$ cat config.mk
export PLATFORM = sky130hd
export DESIGN_NAME = bmd_tx_arbiter
export DESIGN_NICKNAME = d
export VERILOG_FILES = /design/src/rtl/bmd_tx_arbiter.sv
export SDC_FILE = /design/constraint.sdc
export NUM_CORES = 1
export LEC_CHECK = 0
export ABC_AREA = 1
export BUFFER_PORTS_ARGS = -buffer_cell sky130_fd_sc_hd__buf_4
export CORE_AREA = 10 10 112 64
export CTS_CLUSTER_DIAMETER = 150
export DETAILED_ROUTE_END_ITERATION = 16
export DIE_AREA = 0 0 122 74
export PLACE_DENSITY = 0.76
export SYNTH_ARGS = -nofsm -noshare
export SYNTH_HDL_FRONTEND = slang
export SYNTH_SLANG_ARGS = --single-unit
export TNS_END_PERCENT = 1
$ cat constraint.sdc
create_clock -name clk -period 0.9 [get_ports clk]
set_input_delay 0 -clock clk [delete_from_list [all_inputs] [get_ports clk]]
set_output_delay 0 -clock clk [all_outputs]
set_load 0.05 [all_outputs]
$ cat src/rtl/bmd_tx_arbiter.sv
// bmd_tx_arbiter: per-TLP arbiter sharing the trn_t* port between the completion and FOFB DMA engines.
// Define BMD_TX_FAIRNESS_EN to let DMA win after CPL_BURST_MAX back-to-back completions.
module bmd_tx_arbiter #(
    parameter int INTERFACE_WIDTH = 64,
    parameter int CPL_BURST_MAX = 4
) (
    input  logic                         clk,
    input  logic                         rst,
    input  logic                         cpl_req_i,
    output logic                         cpl_gnt_o,
    input  logic [INTERFACE_WIDTH-1:0]   cpl_td_i,
    input  logic [INTERFACE_WIDTH/8-1:0] cpl_trem_n_i,
    input  logic                         cpl_tsof_n_i,
    input  logic                         cpl_teof_n_i,
    input  logic                         cpl_tsrc_rdy_n_i,
    output logic                         cpl_tdst_rdy_n_o,
    input  logic                         dma_req_i,
    output logic                         dma_gnt_o,
    input  logic [INTERFACE_WIDTH-1:0]   dma_td_i,
    input  logic [INTERFACE_WIDTH/8-1:0] dma_trem_n_i,
    input  logic                         dma_tsof_n_i,
    input  logic                         dma_teof_n_i,
    input  logic                         dma_tsrc_rdy_n_i,
    output logic                         dma_tdst_rdy_n_o,
    output logic [INTERFACE_WIDTH-1:0]   trn_td,
    output logic [INTERFACE_WIDTH/8-1:0] trn_trem_n,
    output logic                         trn_tsof_n,
    output logic                         trn_teof_n,
    output logic                         trn_tsrc_rdy_n,
    output logic                         trn_tsrc_dsc_n,
    input  logic                         trn_tdst_rdy_n,
    input  logic                         trn_tdst_dsc_n,
    input  logic [5:0]                   trn_tbuf_av,
    input  logic                         cfg_to_turnoff_n,
    output logic                         tx_abort_o,
    output logic                         tx_idle_o
);
    typedef enum logic [1:0] {IDLE, GNT_CPL, GNT_DMA} state_t;
    state_t state, state_nxt;
    logic cpl_el, dma_el, dsc, eof_beat, dma_win, abort_q;
    assign cpl_el = cpl_req_i & trn_tbuf_av[2];
    assign dma_el = dma_req_i & trn_tbuf_av[1] & cfg_to_turnoff_n;
    assign dsc = (state != IDLE) & ~trn_tdst_dsc_n;
    assign eof_beat = (state != IDLE) & ~trn_tsrc_rdy_n & ~trn_tdst_rdy_n & ~trn_teof_n;
    assign tx_abort_o = abort_q;
`ifdef BMD_TX_FAIRNESS_EN
    localparam int CW = $clog2(CPL_BURST_MAX + 1);
    logic [CW-1:0] burst_cnt;
    logic unused_tbuf;
    assign unused_tbuf = ^{trn_tbuf_av[5:3], trn_tbuf_av[0]};
    // Only completions that finish while DMA is actually waiting count against the burst.
    always_ff @(posedge clk) begin
        if (rst)
            burst_cnt <= '0;
        else if (state == IDLE && state_nxt == GNT_DMA)
            burst_cnt <= '0;
        else if (state == GNT_CPL && eof_beat && !dsc && dma_el && burst_cnt != CW'(CPL_BURST_MAX))
            burst_cnt <= burst_cnt + CW'(1);
    end
    assign dma_win = dma_el & (burst_cnt == CW'(CPL_BURST_MAX));
`else
    logic unused_tbuf;
    assign unused_tbuf = ^{trn_tbuf_av[5:3], trn_tbuf_av[0], CPL_BURST_MAX != 0};
    assign dma_win = 1'b0;
`endif
    always_ff @(posedge clk) begin
        if (rst) begin
            state <= IDLE;
            abort_q <= 1'b0;
        end else begin
            state <= state_nxt;
            abort_q <= dsc;
        end
    end
    // Discontinue takes precedence over an EOF beat in the same cycle.
    always_comb begin
        state_nxt = state;
        if (state == IDLE)
            state_nxt = (cpl_el && !dma_win) ? GNT_CPL : dma_el ? GNT_DMA : IDLE;
        else if (dsc || eof_beat)
            state_nxt = IDLE;
    end
    always_comb begin
        cpl_gnt_o = (state == GNT_CPL);
        dma_gnt_o = (state == GNT_DMA);
        trn_td = cpl_gnt_o ? cpl_td_i : dma_gnt_o ? dma_td_i : '0;
        trn_trem_n = cpl_gnt_o ? cpl_trem_n_i : dma_gnt_o ? dma_trem_n_i : '0;
        trn_tsof_n = cpl_gnt_o ? cpl_tsof_n_i : dma_gnt_o ? dma_tsof_n_i : 1'b1;
        trn_teof_n = cpl_gnt_o ? cpl_teof_n_i : dma_gnt_o ? dma_teof_n_i : 1'b1;
        trn_tsrc_rdy_n = cpl_gnt_o ? cpl_tsrc_rdy_n_i : dma_gnt_o ? dma_tsrc_rdy_n_i : 1'b1;
        trn_tsrc_dsc_n = 1'b1;
        cpl_tdst_rdy_n_o = cpl_gnt_o ? trn_tdst_rdy_n : 1'b1;
        dma_tdst_rdy_n_o = dma_gnt_o ? trn_tdst_rdy_n : 1'b1;
        tx_idle_o = (state == IDLE) & (~cfg_to_turnoff_n | ~dma_req_i);
    end
endmodule

Word-level counts from Yosys, hierarchy flattened
Index checks and enable logic that the tools add are counted.

Bits in registers: 3. Input port bits: 163. Output and inout bits: 82. Logic and storage cells: 39.

Eq/ne operators: 2. Mux-type cells: 16. Bitwise operators: 15. Reduce and logical (&&, ||, !) cells: 4.

Operators by type and width (count): 2-to-1 mux 64 bit (2); 2-to-1 mux 8 bit (2); AND 1 bit (8); 2-to-1 mux 1 bit (8); 2-to-1 mux 2 bit (4); inverter 1 bit (6); nonzero test 2 bit (2); equality test 2 x 1 -> 1 bit (second input constant) (1); equality test 2 bit (second input constant) (1); zero test 2 bit (1); logical OR 1 bit (1); OR 1 bit (1).

Depth between registers and ports, before layout
Gate-level depths: netlist of the first run.

Word-level depth: 10. Depth in mapped cells: 7. Mapped depth without buffers: 7.

Worst setup path before layout of the first run
No wires, ideal clock.

Path type: flip-flop to output port. From: register state[1]. To: output trn_td[59]. Data arrival time: 1398 ps. Data required time: 900 ps. Slack: -498 ps. Cell stages (with the launch flop): 5. Buffers on the path: 1. Cells stage by stage: dfxtp_1 > inv_2 > nor2_2 > buf_2 > a22o_1.

Cells in the longest elaborated chain, start to end: 3. Elaborated cells between the ends (all ways): 4. Those cells by class: eq/ne: 2; mux: 2.

RTL lines: start: declaration (line 39) `state_t state, state_nxt;`; start signal: assignment (line 71) `state <= state_nxt;`; equality test 2 bit (line 85) `dma_gnt_o = (state == GNT_DMA);`; net dma_gnt_o (line 18) `output logic dma_gnt_o,`; 2-to-1 mux 64 bit (2 in a row) (line 86) `trn_td = cpl_gnt_o ? cpl_td_i : dma_gnt_o ? dma_td_i : '0;`; end: declaration (line 25) `output logic [INTERFACE_WIDTH-1:0] trn_td,`.

The timed path passes the listed nets, and every way through them passes these cells.

Worst setup path after layout of the first run
From: register state[0]. To: output trn_trem_n[1].

Cells in the longest elaborated chain, start to end: 3. Elaborated cells between the ends (all ways): 4. Those cells by class: eq/ne: 2; mux: 2.

RTL lines: equality test 2 bit (line 85); 2-to-1 mux 8 bit (line 87) `trn_trem_n = cpl_gnt_o ? cpl_trem_n_i : dma_gnt_o ? dma_trem_n_i : '0;`; 2-to-1 mux 8 bit * (line 87); end: declaration (line 26) `output logic [INTERFACE_WIDTH/8-1:0] trn_trem_n,`.

Mark *: on every way between the ends. The rest lies on a longest branch, timed or not.

==> results of run 1 <==
-- cells in the mapped netlist --
cell / count / area share (%)
nand2_1: 7 / 2.6
nor2_1: 2 / 0.74
buf_4: 3 / 2.2
a21oi_1: 3 / 1.5
inv_2: 2 / 0.74
nand3_1: 7 / 3.5
a22o_1: 72 / 62
nand3b_1: 1 / 0.74
nor2_2: 2 / 1.2
dfxtp_1: 3 / 5.9
conb_1: 1 / 0.37
o22ai_1: 1 / 0.62
buf_6: 10 / 11
buf_2: 4 / 2.0
nor3_1: 1 / 0.49
inv_1: 11 / 4.1
-- worst min-delay path, cell delays in order --
cell	delay, ps
buf_4	110
nand3_1	80
a21oi_1	60
-- power by group through the flow --
stage | clock network [W] | logic (W) | registers [W]
after global placement | 0 | 0.00181 | 0.000141
after global routing | 0.000423 | 0.00226 | 0.000142
after detailed placement | 0 | 0.00184 | 0.000141
after CTS | 0.000405 | 0.00207 | 0.000141
final | 0.000398 | 0.00218 | 0.000141
after floorplan | 0 | 0.000982 | 0.000146
-- metal layers --
layer	vias to the layer above	global-route usage (%)
li1	1039	-
met1	1052	18.6
met2	121	40.9
met3	10	7.18
met4	0	2.63
met5	-	0
-- stage by stage --
| step | cell area, um^2 | util [%] |
|---|---|---|
| finish | 4340 | 82.6 |
| CTS | 4090 | 77.9 |
| global route | 4340 | 82.6 |
| global placement | 3510 | 66.8 |
| detailed placement | 3510 | 66.8 |
| floorplan | 1620 | - |
-- flip-flops by register name (all words and copies together), names as in the netlist --
| signal | flops |
|---|---|
| tx_abort_o | 1 |
| state | 2 |
-- area by class of cell --
type	instances	area (um^2)	share of cell area, %
Timing Repair Buffer	269	2740	63.0
Multi-Input combinational cell	97	1350	31.0
Tap cell	73	91.3	2.10
Sequential cell	3	67.6	1.56
Inverter	13	53.8	1.24
Clock buffer	4	45.0	1.04
-- how the worst max path moves through the flow --
stage / startpoint / end / slack [ps] / depth (start not counted)
2_1_floorplan: state[0] / trn_td[10] / -160 / 5
3_3_place_gp: state[0] / trn_td[0] / -300 / 5
3_5_place_dp: state[1] / state[0] / -330 / 8
4_1_cts: state[0] / trn_td[63] / -530 / 5
5_1_grt: state[0] / trn_tsof_n / -560 / 8
6_report: state[0] / trn_trem_n[1] / -520 / 6
-- cells in the final DEF (no fill, tap or decap), drive strengths merged --
cell type / netlist / final
clkbuf: 0 / 8
a21oi: 3 / 3
buf: 17 / 263
o22ai: 1 / 1
a22o: 72 / 72
nor2: 4 / 4
dlygate4sd3: 0 / 2
dfxtp: 3 / 3
conb: 1 / 1
nand2: 7 / 7
nand3: 7 / 7
inv: 13 / 13
nand3b: 1 / 1
nor3: 1 / 1
-- repair_timing --
item / 4_1_cts / 5_1_grt
setup buffers: 0 / 4
resized for setup: 139 / 25
pin swaps: 13 / 3
cloned: 0 / 5
hold endpoints to repair: 3 / 0
setup endpoints to repair: 82 / 83
hold buffers: 2 / 0
-- cell families (layout without fill, tap and decap cells) --
| family | count (synthesis) | in the layout | synth area share, % |
|---|---|---|---|
| AND/OR/NAND/NOR | 20 | 20 | 9.26 |
| flip-flops | 3 | 3 | 5.93 |
| AO/OA/AOI/OAI | 76 | 76 | 64.3 |
| other | 1 | 1 | 0.370 |
| buffers and inverters | 30 | 286 | 20.1 |
==> results.md, run 1 <==
* Hold Crit Endpoint: state[0]
* Reg power frac at 5.2%
* Vias in the first global route at 2439
* Place WS at -330 ps
* CTS tree: done
* Cells on worst reg2reg path at 8
* Reg2Reg Setup Slack at -290 ps
* Fraction of final layout cells with drive strength greater than 1 at 93.0%
* Gr usage total at 19.7%
* Die Y-Extent at 74 um
* DRT Wirelength at 10900 um
* Detailed-route wire length per cell at 23.7 um
* Row count at 19
* Worst IR Drop VDD at 0.536 mV
* Total Neg Setup Slack at -38640 ps
* Crit-path max cell delay at 350 ps
* Fmax at 705 MHz
* Detailed Routing Iterations Pass 1 at 6
* Wire length on met2 at 6080 um
* Starting density of the core at 19.3%
* Crit. End Element: output pin
* Minimum clock period at 1420 ps
* Status: finished, violations left
* Clock power frac at 14.7%
* Met3 WL at 1130 um
* Synthesis-to-finish area growth at 328%
* CP Cell Sequence: inv_4 -> nor2_4 -> buf_4 -> clkbuf_16 -> a22o_4 -> buf_8
* # port buffers at 239
* Cell total after placement at 444
* CTS max path bufs at 2
* DRT antenna net count at 0
* TritonCTS Buffers at 3
* P per Cell Area at 626 nW/um^2
* Fill count at 304
* Syn nets at 293
* Pin count of the biggest net entering global routing at 37
* Tcrit/Tclk final at 158%
* Clock slew at reported path FFs at 30 ps
* Top sig layer: met4
* Final setup fails at 82
* CP arrival at 1420 ps
* Critical Path RT at 900 ps
* Post-Syn Area at 1010 um^2
* Vias at 2222
* Startpoint types: flop
* Clk sink count at 3
* Final-report max-slew violation count at 0
* GRT Residual Overflow at 0
* Failing checks: setup timing
* Number of vias per cell at 4.84
* Setup Skew at 4.65 ps
* Yosys warning count at 0
* Int Power at 0.00158 W
* Switch share at 42.0%
* CP Max Fanout at 11
* Die area at 9030 um^2
* Endpoints failing hold at 0
* RSZ-0062 raised after global routing: yes
* Max-Cap Viols at 0
* Placer Congestion at 0.809
* Final worst slack at -518 ps
* Bufs and invs on worst path at 4
* Post-synthesis sequential area ratio at 5.93%
* H-tree levels at 1
* M1 WL at 3560 um
* Initial antenna violation count at 0
* Post-Layout Cell Count at 459
* Synth Instances at 130
* # diodes at 0
* Min-delay src: cpl_req_i
* Drt first-iter violations at 56
* Hold Crit Class: in2reg
* Net count, final at 550
* # DRC at 0
* Hold depth at 3
* Seq cells post-synth at 3
* Root buf cell: clkbuf_8
* # IOs at 245
* HPWL after DPL at 8280 um
* PnR Total Power at 0.00272 W
* CP max stage cell: dfxtp_4
* Pleak at 2.29 nW
* DIE WIDTH at 122 um
* Latest clock arrival within the worst-skew pair at 220 ps
* RR Startpoint: state[1]
* Critical path type: reg2out
* Switching power at 0.00114 W
* R2r endpoint: state[0]
* Core Region at 5250 um^2
* Combinational share of power at 80.2%
* Post-synthesis average cell area at 7.80 um^2
* Largest delay share family, worst path: buffers and inverters
* Worst hold slack at 72.8 ps
* Number of library cell types mapped by synthesis at 16
* First-pass GRT wire length at 14100 um
(Power assumes the default switching activity.)
==> run 2: changes to the inputs <==
==> constraint.sdc (replaced) <==
create_clock -name clk -period 0.9 [get_ports clk]
set_input_delay 0.045 -clock clk [delete_from_list [all_inputs] [get_ports clk]]
set_output_delay 0.045 -clock clk [all_outputs]
set_load 0.05 [all_outputs]
==> run 2 against run 1 <==
  * Largest power group unchanged
  * Flip-flop and latch count stayed put
  * Critical endpoint is now trn_td[40]
  * Cell count is 0.87% lower
  * Total power down 0.41%
  * First-iteration DRC count rose by 52%
  * The run still ends with setup timing left
==> results.md, run 2 (synthesis gave the netlist of run 1 again) <==
* Total Neg Setup Slack at -41860 ps (-3220 ps)
* Max-Cap Viols at 0 (unchanged)
* GRT Residual Overflow at 0 (unchanged)
* Bufs and invs on worst path at 5 (+1)
* Clk sink count at 3 (unchanged)
* Final setup fails at 82 (unchanged)
* Latest clock arrival within the worst-skew pair at 210 ps (about the same)
* First-pass GRT wire length at 14300 um (+1.2%)
* Pleak at 2.27 nW (-0.83%)
* Commonest non-fill, non-tap cell in the layout: buf_4
* Pin count of the biggest net entering global routing at 32 (-14%)
* Final worst slack at -589 ps (-71.7 ps)
* Placed Area at 3490 um^2 (-0.43%)
* Drt first-iter violations at 85 (+52%)
* Critical path type: reg2out
* Clock power frac at 14.3% (-0.4 points)
* Tcrit/Tclk final at 165% (+8.0 points)
* Largest delay share family, worst path: buffers and inverters
* Final Util at 82.1% (-0.48 points)
* Switching power at 0.00113 W (-0.71%)
* Max reg flops at 2 (unchanged)
* Top cell by count, worst path: buf_12
* HPWL after DPL at 7970 um (-3.8%)
* Final-report max-slew violation count at 0 (unchanged)
* Crit. End Element: output pin
* Detailed Routing Iterations Pass 1 at 4 (-2)
* Initial antenna violation count at 0 (unchanged)
* Synthesis-to-finish area growth at 326%
* H-tree levels at 1 (unchanged)
* # DRC at 0 (unchanged)
* DIE WIDTH at 122 um (unchanged)
* Fmax at 671 MHz (-4.8%)
* Cell total after placement at 442 (-0.45%)
* Die area at 9030 um^2 (unchanged)
* Vias at 2197 (-1.1%)
* # port buffers at 239 (unchanged)
* Fraction of final layout cells with drive strength greater than 1 at 93.7% (+0.71 points)
* Gr usage total at 20.0% (+0.35 points)
* Placer Congestion at 0.864 (+6.8%)
* CP Cell Sequence: inv_4 -> nor2_4 -> buf_12 -> buf_12 -> buf_12 -> a22o_4 -> buf_8
* Startpoint types: flop
* Endpoints failing hold at 0 (unchanged)
* Post-Layout Cell Count at 455 (-0.87%)
* CP Max Fanout at 6 (-5)
* CTS max path bufs at 2 (unchanged)
* P per Cell Area at 627 nW/um^2 (+0.17%)
* DRT Wirelength at 11000 um (+0.94%)
* Most flops, register: state
* Detailed-route wire length per cell at 24.1 um (+1.8%)
* Row count at 19 (unchanged)
* Worst IR Drop VDD at 0.443 mV (-17%)
* TritonCTS Buffers at 3 (unchanged)
* Hold Crit Class: in2reg
* Net count, final at 546 (-0.73%)
* PnR Total Power at 0.00271 W (-0.41%)
* Crit-path max cell delay at 350 ps (about the same)
* Switch share at 41.9% (-0.13 points)
* Status: finished, violations left
* Reg power frac at 5.2% (about the same)
* CP max stage cell: dfxtp_4
* Combinational share of power at 80.5% (+0.3 points)
* CTS tree: done
* # IOs at 245 (unchanged)
* Int Power at 0.00157 W (-0.19%)
* Critical Path RT at 850 ps (-50 ps)
* Clock slew at reported path FFs at 30 ps (about the same)
* DRT antenna net count at 0 (unchanged)
* # diodes at 0 (unchanged)
* Hold Buf Count CTS at 0 (-2)
* Setup Skew at 3.33 ps (-1.32 ps)
* Failing checks: setup timing
* Starting density of the core at 19.3% (unchanged)
* RSZ-0062 raised after global routing: yes
* Design area at 4310 um^2 (-0.58%)
* Most frequent cells in the layout: 171 x buf_4, 68 x buf_8, 62 x a22o_4
* Reg2Reg Setup Slack at -270 ps (+20 ps)
* CP arrival at 1440 ps (+20 ps)
* Root buf cell: clkbuf_8
* Core Region at 5250 um^2 (unchanged)
* Die Y-Extent at 74 um (unchanged)
* Vias in the first global route at 2461 (+0.90%)
* Number of vias per cell at 4.83 (-0.26%)
* Minimum clock period at 1490 ps (+71.7 ps)
-- run 2: worst paths after layout --
| kind | startpoint | endpoint | cells after the start |
|---|---|---|---|
| worst min register to register | state[0] | state[0] | 3 |
| worst max-delay path | state[0] | trn_td[40] | 7 |
| worst max register to register | state[1] | state[1] | 8 |
| worst min-delay path | trn_tdst_dsc_n | tx_abort_o | 2 |
-- run 2: worst reg2reg max path, stage by stage (launching register included) --
cell	delay, ps
dfxtp_4	370
inv_4	40
nor2_4	140
buf_12	170
nand2_2	60
nand2_2	60
nand3_2	80
nand3_1	80
a21oi_1	60
-- run 2: through the flow --
step,setup WS [ps],hold WS (ps)
final,-589,4.36
after global routing,-624,5.84
after CTS,-556,1.54
after detailed placement,-358,214
after global placement,-349,218
after floorplan,-206,104
-- run 2: power groups by stage --
stage | Sequential [W] | Combinational (W) | Clock [W]
finish | 0.000141 | 0.00218 | 0.000386
global placement | 0.000141 | 0.00181 | 0
floorplan | 0.000146 | 0.000982 | 0
detailed placement | 0.000141 | 0.00183 | 0
global route | 0.000141 | 0.00226 | 0.000407
CTS | 0.000141 | 0.00208 | 0.000393
-- run 2: metal layers --
metal	vias up	track usage, %	part of all wire (%)
met3	4	7.93	10
met1	1038	18.7	31
met5	-	0	0
li1	1030	-	-
met4	0	3.29	0.59
met2	125	41.3	58
-- run 2: timing repair --
action / in CTS / in global routing
endpoints found under the hold margin: 0 / 0
buffers inserted: 0 / 7
cloned: 0 / 2
pin swaps: 24 / 15
endpoints found under the setup margin: 83 / 83
gates resized for setup: 151 / 17
-- run 2: final cells by class --
class | count | area [um^2]
multi-input cells | 97 | 1360
inverters | 13 | 53.8
fillers | 299 | 940
flip-flops and latches | 3 | 67.6
clock buffers | 4 | 45.0
well taps | 73 | 91.3
repair buffers | 265 | 2700
